<file path="src/rtl/program_flow_unit_if.sv">
// rtl/program_flow_unit_if.sv - instruction stream, ALU flag/trap and PC/status bus of the program-flow unit
interface program_flow_unit_if #(
  parameter int ADDR_W = 20
);
  logic              instr_valid;
  logic              instr_ready;
  logic [3:0]        opcode;
  logic [ADDR_W-1:0] rel_addr;
  logic [ADDR_W-1:0] src_reg;
  logic              flag_we;
  logic [2:0]        flag_in;
  logic              alu_trap;
  logic [ADDR_W-1:0] pc;
  logic [3:0]        status;
  logic [ADDR_W-1:0] epc;
  logic [ADDR_W-1:0] gp_wdata;
  logic              gp_we;
  logic              branch_taken;
  logic              halted;

  modport master (
    output instr_valid, opcode, rel_addr, src_reg, flag_we, flag_in, alu_trap,
    input  instr_ready, pc, status, epc, gp_wdata, gp_we, branch_taken, halted
  );

  modport slave (
    input  instr_valid, opcode, rel_addr, src_reg, flag_we, flag_in, alu_trap,
    output instr_ready, pc, status, epc, gp_wdata, gp_we, branch_taken, halted
  );
endinterface

</file>
<file path="src/rtl/program_flow_unit.sv">
// rtl/program_flow_unit.sv - PC/status owner with branches, traps and double-fault halt
// Optional return-from-trap (RTT, opcode 8) enabled by defining PROGRAM_FLOW_RTT_EN.
module program_flow_unit #(
  parameter int                ADDR_W      = 20,
  parameter logic [ADDR_W-1:0] RESET_PC    = '0,
  parameter logic [ADDR_W-1:0] TRAP_VECTOR = 'h00010
) (
  input logic                clock,
  input logic                reset,
  program_flow_unit_if.slave bus
);
  localparam logic [3:0] OP_NOP   = 4'd0;
  localparam logic [3:0] OP_JMP   = 4'd1;
  localparam logic [3:0] OP_JMPZ  = 4'd2;
  localparam logic [3:0] OP_JMPS  = 4'd3;
  localparam logic [3:0] OP_JMPZS = 4'd4;
  localparam logic [3:0] OP_LSTAT = 4'd5;
  localparam logic [3:0] OP_XSTAT = 4'd6;
  localparam logic [3:0] OP_TRAP  = 4'd7;
`ifdef PROGRAM_FLOW_RTT_EN
  localparam logic [3:0] OP_RTT   = 4'd8;
`endif

  typedef enum logic [1:0] {RUN, TRAP_ENTER, HALT} state_t;

  state_t            state_q, state_d;
  logic [ADDR_W-1:0] pc_q, pc_d, epc_q, epc_d, gp_wdata_q, gp_wdata_d;
  logic [3:0]        status_q, status_d;
  logic              gp_we_q, gp_we_d, branch_taken_q, branch_taken_d;

  logic              accept;
  logic              taken;
  logic              trap_req;
  logic              flags_ok;
  logic [ADDR_W-1:0] pc_inc;
  logic [ADDR_W-1:0] trap_ret;
  logic              unused_src;

  assign unused_src      = ^bus.src_reg[ADDR_W-1:4];
  assign bus.instr_ready = (state_q == RUN) & ~bus.alu_trap;
  assign accept          = bus.instr_valid & bus.instr_ready;
  assign pc_inc          = pc_q + ADDR_W'(1);

  always_comb begin
    state_d        = state_q;
    pc_d           = pc_q;
    epc_d          = epc_q;
    status_d       = status_q;
    gp_wdata_d     = gp_wdata_q;
    gp_we_d        = 1'b0;
    branch_taken_d = 1'b0;
    taken          = 1'b0;
    trap_req       = 1'b0;
    trap_ret       = pc_q;
    flags_ok       = bus.flag_we;

    case (state_q)
      HALT:       flags_ok = 1'b0;
      TRAP_ENTER: state_d  = RUN;
      default: begin
        if (bus.alu_trap) begin
          trap_req = 1'b1;
          trap_ret = pc_q;
        end else if (accept) begin
          pc_d = pc_inc;
          case (bus.opcode)
            OP_NOP:   ;
            OP_JMP:   taken = 1'b1;
            OP_JMPZ:  taken = status_q[0];
            OP_JMPS:  taken = status_q[1];
            OP_JMPZS: taken = status_q[0] | status_q[1];
            OP_LSTAT: begin
              gp_wdata_d = {{(ADDR_W-4){1'b0}}, status_q};
              gp_we_d    = 1'b1;
            end
            OP_XSTAT: begin
              gp_wdata_d    = {{(ADDR_W-4){1'b0}}, status_q};
              gp_we_d       = 1'b1;
              status_d[2:0] = bus.src_reg[2:0];
              // T can only be rewritten from inside trap mode
              if (status_q[3]) status_d[3] = bus.src_reg[3];
              flags_ok      = 1'b0;
            end
`ifdef PROGRAM_FLOW_RTT_EN
            OP_RTT: begin
              pc_d        = epc_q;
              status_d[3] = 1'b0;
            end
`endif
            OP_TRAP: begin
              trap_req = 1'b1;
              trap_ret = pc_inc;
            end
            default: begin
              trap_req = 1'b1;
              trap_ret = pc_inc;
            end
          endcase
          if (taken) begin
            pc_d           = pc_q + bus.rel_addr;
            branch_taken_d = 1'b1;
          end
        end
      end
    endcase

    if (trap_req) begin
      if (status_q[3]) begin
        // double fault freezes pc/epc/status exactly as they were
        state_d  = HALT;
        pc_d     = pc_q;
        flags_ok = 1'b0;
      end else begin
        state_d     = TRAP_ENTER;
        pc_d        = TRAP_VECTOR;
        epc_d       = trap_ret;
        status_d[3] = 1'b1;
      end
    end

    if (flags_ok) status_d[2:0] = bus.flag_in;
  end

  always_ff @(posedge clock) begin
    if (reset) begin
      state_q        <= RUN;
      pc_q           <= RESET_PC;
      epc_q          <= '0;
      status_q       <= '0;
      gp_wdata_q     <= '0;
      gp_we_q        <= 1'b0;
      branch_taken_q <= 1'b0;
    end else begin
      state_q        <= state_d;
      pc_q           <= pc_d;
      epc_q          <= epc_d;
      status_q       <= status_d;
      gp_wdata_q     <= gp_wdata_d;
      gp_we_q        <= gp_we_d;
      branch_taken_q <= branch_taken_d;
    end
  end

  assign bus.pc           = pc_q;
  assign bus.status       = status_q;
  assign bus.epc          = epc_q;
  assign bus.gp_wdata     = gp_wdata_q;
  assign bus.gp_we        = gp_we_q;
  assign bus.branch_taken = branch_taken_q;
  assign bus.halted       = (state_q == HALT);
endmodule
</file>
<file path="src/flat_wrapper.sv">
// flat-port wrapper written by rule: the top's interface ports become plain ports
module program_flow_unit_flat 
#(
  parameter int                ADDR_W      = 20,
  parameter logic [ADDR_W-1:0] RESET_PC    = '0,
  parameter logic [ADDR_W-1:0] TRAP_VECTOR = 'h00010
)
  (clock, reset, bus_instr_valid, bus_opcode, bus_rel_addr, bus_src_reg, bus_flag_we, bus_flag_in, bus_alu_trap, bus_instr_ready, bus_pc, bus_status, bus_epc, bus_gp_wdata, bus_gp_we, bus_branch_taken, bus_halted);
  program_flow_unit_if #(.ADDR_W(ADDR_W)) bus_i ();
  input logic clock;
  input logic reset;
  input wire logic [$bits(bus_i.instr_valid)-1:0] bus_instr_valid;
  input wire logic [$bits(bus_i.opcode)-1:0] bus_opcode;
  input wire logic [$bits(bus_i.rel_addr)-1:0] bus_rel_addr;
  input wire logic [$bits(bus_i.src_reg)-1:0] bus_src_reg;
  input wire logic [$bits(bus_i.flag_we)-1:0] bus_flag_we;
  input wire logic [$bits(bus_i.flag_in)-1:0] bus_flag_in;
  input wire logic [$bits(bus_i.alu_trap)-1:0] bus_alu_trap;
  output wire logic [$bits(bus_i.instr_ready)-1:0] bus_instr_ready;
  output wire logic [$bits(bus_i.pc)-1:0] bus_pc;
  output wire logic [$bits(bus_i.status)-1:0] bus_status;
  output wire logic [$bits(bus_i.epc)-1:0] bus_epc;
  output wire logic [$bits(bus_i.gp_wdata)-1:0] bus_gp_wdata;
  output wire logic [$bits(bus_i.gp_we)-1:0] bus_gp_we;
  output wire logic [$bits(bus_i.branch_taken)-1:0] bus_branch_taken;
  output wire logic [$bits(bus_i.halted)-1:0] bus_halted;
  assign bus_i.instr_valid = bus_instr_valid;
  assign bus_i.opcode = bus_opcode;
  assign bus_i.rel_addr = bus_rel_addr;
  assign bus_i.src_reg = bus_src_reg;
  assign bus_i.flag_we = bus_flag_we;
  assign bus_i.flag_in = bus_flag_in;
  assign bus_i.alu_trap = bus_alu_trap;
  assign bus_instr_ready = bus_i.instr_ready;
  assign bus_pc = bus_i.pc;
  assign bus_status = bus_i.status;
  assign bus_epc = bus_i.epc;
  assign bus_gp_wdata = bus_i.gp_wdata;
  assign bus_gp_we = bus_i.gp_we;
  assign bus_branch_taken = bus_i.branch_taken;
  assign bus_halted = bus_i.halted;
  program_flow_unit #(.ADDR_W(ADDR_W), .RESET_PC(RESET_PC), .TRAP_VECTOR(TRAP_VECTOR)) u_core (.clock(clock), .reset(reset), .bus(bus_i));
endmodule
</file>
<file path="config.mk">
export PLATFORM = sky130hd
export DESIGN_NAME = program_flow_unit_flat
export DESIGN_NICKNAME = d
export VERILOG_FILES = /design/src/rtl/program_flow_unit_if.sv /design/src/rtl/program_flow_unit.sv /design/src/flat_wrapper.sv
export SDC_FILE = /design/constraint.sdc
export NUM_CORES = 1
export LEC_CHECK = 0
export CAP_MARGIN = 30
export CORE_MARGIN = 8
export CORE_UTILIZATION = 35
export CTS_BUF_LIST = sky130_fd_sc_hd__clkbuf_2
export DETAILED_ROUTE_END_ITERATION = 8
export SKIP_LAST_GASP = 1
export SLEW_MARGIN = 20
export SYNTH_ARGS = -nofsm -noshare
export SYNTH_HDL_FRONTEND = slang
export SYNTH_SLANG_ARGS = --single-unit
</file>
<file path="constraint.sdc">
create_clock -name clock -period 3.1 [get_ports clock]
set_input_delay 0.31 -clock clock [delete_from_list [all_inputs] [get_ports clock]]
set_output_delay 0.31 -clock clock [all_outputs]
set_load 0.03 [all_outputs]
</file>
# ---- Word-level counts from Yosys, hierarchy flattened
# Index checks and enable logic that the tools add are counted.
dict set report word_totals {
  mem_bits_ro 0
  in_bits 52
  ramBits 0
  regBits 52
  output_inout_bits 68
  word_cells 81
  latch_bits 0
  mem_count 0
}
dict set report op_classes {
  n_eq_ne 13
  div_mod_pow 0
  shift 0
  muxes 37
  bitwise 7
  mul 0
  addsub 2
  reduce_logical 14
  order_cmp 0
}
# operator n
set ops {}
lappend ops {{$mux 20} 10}
lappend ops {{$add 20x1->20 const B} 1}
lappend ops {{$add 20x20->20} 1}
lappend ops {{$mux 1} 17}
lappend ops {{$mux 4} 4}
lappend ops {{$eq 4x3->1 const B} 3}
lappend ops {{$reduce_and 4->1} 3}
lappend ops {{$eq 4x2->1 const B} 2}
lappend ops {{$ne 2x1->1 const B} 4}
lappend ops {{$reduce_bool 2->1} 4}
lappend ops {{$reduce_or 7->1} 1}
lappend ops {{$mux 2} 3}
lappend ops {{$reduce_or 5->1} 1}
lappend ops {{$eq 4x1->1 const B} 1}
lappend ops {{$logic_not 4->1} 1}
lappend ops {{$not 1->1} 4}
lappend ops {{$pmux 1 s4} 1}
lappend ops {{$reduce_or 2->1} 2}
lappend ops {{$mux 3} 1}
lappend ops {{$and 1x1->1} 2}
lappend ops {{$eq 2x1->1 const B} 1}
lappend ops {{$eq 2x2->1 const B} 1}
lappend ops {{$logic_not 2->1} 1}
lappend ops {{$ne 2x2->1 const B} 1}
lappend ops {{3 further kinds} 3}

# ---- Depth between registers and ports, before layout
dict set report depth {
  ltp_word 11
  depth_mapped 10
  mapped_depth_nobuf 9
}

# ---- Worst setup path after synthesis
# OpenSTA, ideal clock, no wires.
dict set report synth_path {
  kind {flip-flop to flip-flop}
  startpoint {register u_core.pc_q[0], in the netlist u_core.bus.pc[0]}
  endpoint {register u_core.pc_q[18], in the netlist u_core.bus.pc[18]}
  arrival_ns 2.446
  period_less_slack_ns 2.532
  path_stages_with_launch 10
  setup_ns 0.086
  n_path_buf 0
  slack_ns 0.568
  required_ns 3.014
  cell_sequence {dfxtp_1 > ha_1 > fa_1 > a21o_1 > nand4_1 > nand2_1 > a31o_2 > a2111oi_1 > xor2_1 > a211oi_1}
}
dict set report synth_between {
  elab_chain_len 6
  elab_cells_between_ends 7
  classes_between {add/sub (2); mux (5)}
}
# element line_no
set synth_rtl {}
lappend synth_rtl {{start, declared} program_flow_unit.sv:27} ;# logic [ADDR_W-1:0] pc_q, pc_d, epc_q, epc_d, gp_wdata_q, gp_wdata_d;
lappend synth_rtl {{start signal, assigned} program_flow_unit.sv:135} ;# pc_q <= pc_d;
lappend synth_rtl {{$add 20x1->20 / $add 20x20->20 (equally long branches)} {program_flow_unit.sv:42, program_flow_unit.sv:100}}
lappend synth_rtl {{$mux 20 (*)} program_flow_unit.sv:99} ;# if (taken) begin
lappend synth_rtl {{$mux 20 (*)} program_flow_unit.sv:64} ;# end else if (accept) begin
lappend synth_rtl {{$mux 20 (*)} program_flow_unit.sv:61} ;# if (bus.alu_trap) begin
lappend synth_rtl {{$mux 20 (*)} program_flow_unit.sv:57} ;# case (state_q)
lappend synth_rtl {{$mux 20 (*)} program_flow_unit.sv:107} ;# if (trap_req) begin
# Every way passes the cells marked *; elsewhere a longest branch is shown, timed or not. The select of a mux whose other input is x is not followed.
# A chain may end at the register's enable or synchronous reset.

# ---- Final worst setup path
# Same ends and word-level chain as after synthesis.

==> flow_summary.json <==
{
  "drtAntennaViolNets": 0,
  "layout_setup_ws_ps": 501,
  "cp_max_fo": 3,
  "wl_per_cell_microns": 15.8,
  "leakagePower_nw": 1.90,
  "grt_util_met3_pct": 3.01,
  "num_vias": 3874,
  "arrival_ps": 2990,
  "met1_usage_pct": 19.8,
  "worst_ep_required_time_ps": 3490,
  "place.gp.congestion": 0.794,
  "syn_avg_cell_area_sq_um": 7.90,
  "drt_iter0_markers": 245,
  "fp.dieH_microns": 122,
  "post-route-util_pct": 45.9,
  "final.fill_count": 1095,
  "grt_max_degree": 43,
  "synth_area_leader_cell": "dfxtp_1",
  "reg2reg_from": "u_core.bus.pc[0]",
  "vias_per_cell": 5.37,
  "fmax_mhz": 385,
  "final_net_count": 655,
  "ys_ff_latch": 52,
  "clk_latency_ps": 480,
  "tritoncts": "yes",
  "seq_area_frac_synth_pct": 26.6,
  "cts.clk_slew.worst_paths_ps": 290,
  "whs_ps": 297,
  "netlist_area_sq_um": 3920,
  "synth_edf_count": 0,
  "syn_inst": 496,
  "worstSetupStartpoint": "u_core.bus.pc[0]",
  "post-place-cells": 712,
  "dieArea_sq_um": 14800,
  "place_hpwl_mm": 9.03,
  "cts_sinks": 52,
  "synth.most_common_cell": "nor2_1",
  "grt_use_met2_pct": 23.4,
  "wl_mm": 11.4,
  "synth_common_cells": "60 x nor2_1, 52 x dfxtp_1, 42 x nand2_1",
  "htree_num_levels": 2,
  "grt_first_pass_wirelength_mm": 18.2,
  "pin_count": 120,
  "tns_ps": 0,
  "start_util_pct": 36.0,
  "num_rows": 38,
  "rsz0062_at_grt": "false",
  "finalMaxSlewViolations": 0,
  "worstMarginPinSlew_ps": 719,
  "yosys.area_share.simple_pct": 23.1,
  "grt_pass1_vias": 3651,
  "drcViolationCount": 0,
  "synth_compound_area_share_pct": 26.3,
  "end_kind": "flip-flop",
  "die_x_microns": 122,
  "core-area_sq_um": 10900,
  "dp_slack_ps": 230,
  "synth.area.mux_share_pct": 1.02,
  "cts_made_buffers": 5,
  "path_cells": "ha_1 > fa_1 > a21o_1 > nand4_1 > nand2_1 > a31o_2 > a2111oi_1 > xor2_1 > a211oi_1",
  "dpl_cell_area_sq_um": 4880,
  "yosys.cell_types.count": 57,
  "grt-busiest-layer": "met2",
  "ys_warn_count": 0,
  "first_pass_iters": 7,
  "drive_gt1_share_pct": 6.55,
  "power_mw": 2.17,
  "cts_setup_buffers": 0,
  "max_stage_delay_ps": 460,
  "layout_min_cycle_time_ps": 2600,
  "post-route-period-util_pct": 83.8,
  "crit_type": "reg2reg",
  "r2r_slack_ps": 500,
  "p_per_area_nw_per_um2": 434,
  "antenna_found_initial": 1,
  "cp_num_cells": 9,
  "async_flop_share_pct": 0,
  "rr_endpoint": "u_core.bus.pc[18]",
  "cp_num_buf_inv": 0,
  "cts.repair.resized": 0,
  "start_kind": "flip-flop",
  "slew_headroom_pct": 51.8,
  "fin_cells": 721,
  "clock_skew_ps": 37.1,
  "outcome": "finished clean",
  "cpLargestDelayFamily": "compound AO/OA/AOI/OAI gates",
  "cp_slowest_cell": "a2111oi_1",
  "hold_class": "in2reg",
  "port_buffers": 87,
  "grtUsageTotal_pct": 14.9,
  "ir_drop_mv": 0.210,
  "grt-ovfl-total": 0,
  "cts-root-buf": "clkbuf_2",
  "hold_buffers": 0,
  "finalSetupViolations": 0,
  "synth_area_leaders": "dfxtp_1 27%, ha_1 7.3%, nor2_1 5.8%",
  "crit_path_end": "u_core.bus.pc[18]",
  "synthXorXnorAreaFrac_pct": 8.50,
  "fin_area_sq_um": 5000,
  "clk_path_buf_depth": 2,
  "synthAdderAreaFrac_pct": 7.86,
  "ff2ff_path_depth": 9,
  "areaGrowthSynthToFinish_pct": 27.6,
  "synth_flop_cell": "dfxtp_1",
  "cap_violations": 0,
  "synth_top_area_share_pct": 26.6,
  "hold_viol": 0,
  "synth_top_family_by_area": "compound AO/OA/AOI/OAI gates"
}
placed cells by master, fill, tap and decap left out, types with 3 or more instances in the layout:
master and instances:
a211oi_1 23, a21o_1 12, a21oi_1 40, a222oi_1 3, a22oi_1 4, a311oi_1 6
a31oi_1 5, and2b_1 5, and3_1 4, buf_4 14, bufinv_16 3, clkbuf_2 5
clkdlybuf4s50_1 86, conb_1 16, dfxtp_1 52, ha_1 23, inv_1 5, mux2i_1 4
nand2_1 42, nand2b_1 4, nand3_1 19, nand4_1 6, nor2_1 60, nor3_1 12
o211ai_1 4, o21a_1 4, o21ai_0 23, o21bai_1 3, o22ai_1 8, o31a_1 4
or3_1 8, xnor2_1 20, xor2_1 18
worst min-delay path by stage:
stage / start / to / slack (ps) / cells after the start
2_1_floorplan: u_core.state_q[1] / u_core.state_q[1] / 450 / 2
3_3_place_gp: u_core.state_q[1] / u_core.state_q[1] / 460 / 2
3_5_place_dp: u_core.state_q[1] / u_core.state_q[1] / 490 / 2
4_1_cts: reset / u_core.bus.gp_wdata[0] / 260 / 2
5_1_grt: reset / u_core.bus.status[1] / 280 / 2
6_report: reset / u_core.bus.gp_wdata[0] / 300 / 2
flip-flops by register name (all words and copies together) (netlist names):
signal / cells
u_core.bus.gp_wdata: 4
u_core.bus.status: 4
u_core.state_q: 2
u_core.bus.branch_taken: 1
u_core.bus.gp_we: 1
u_core.bus.pc: 20
u_core.bus.epc: 20
logic make-up (layout without fill, tap and decap cells):
group / count (synthesis) / count (layout)
AND/OR/NAND/NOR: 181 / 181
AO/OA/AOI/OAI: 151 / 151
flip-flops: 52 / 52
buffers and inverters: 45 / 114
XOR/XNOR: 38 / 38
adder cells (fa/ha/maj): 24 / 24
multiplexers: 4 / 4
other: 1 / 17
where the power goes:
| group | switching [mW] | total [mW] | internal [mW] |
|---|---|---|---|
| clock network | 0.226 | 0.523 | 0.297 |
| logic | 0.519 | 0.852 | 0.333 |
| registers | 0.0507 | 0.796 | 0.745 |
| total | 0.796 | 2.17 | 1.37 |
cell type report:
class | count | area (sq um) | share of cell area (%)
Multi-Input combinational cell | 414 | 2680 | 53.5
Sequential cell | 52 | 1040 | 20.8
Timing Repair Buffer | 101 | 971 | 19.4
Tap cell | 140 | 175 | 3.50
Clock inverter | 3 | 90.1 | 1.80
Clock buffer | 5 | 25.0 | 0.501
Inverter | 5 | 18.8 | 0.375
Antenna cell | 1 | 2.50 | 0.0501
worst reg2reg max path: stages, from the launching register on:
cell	delay, ps
dfxtp_1	380
ha_1	240
fa_1	410
a21o_1	200
nand4_1	90
nand2_1	120
a31o_2	260
a2111oi_1	460
xor2_1	120
a211oi_1	230
metal layers:
layer  vias up  part of all wire (%)
li1       1959                     -
met1      1804                    48
met2        97                    45
met3        14                   5.3
met4         0                   2.0
met5         -                     0
Note: power is estimated with default switching activity, not from simulation.
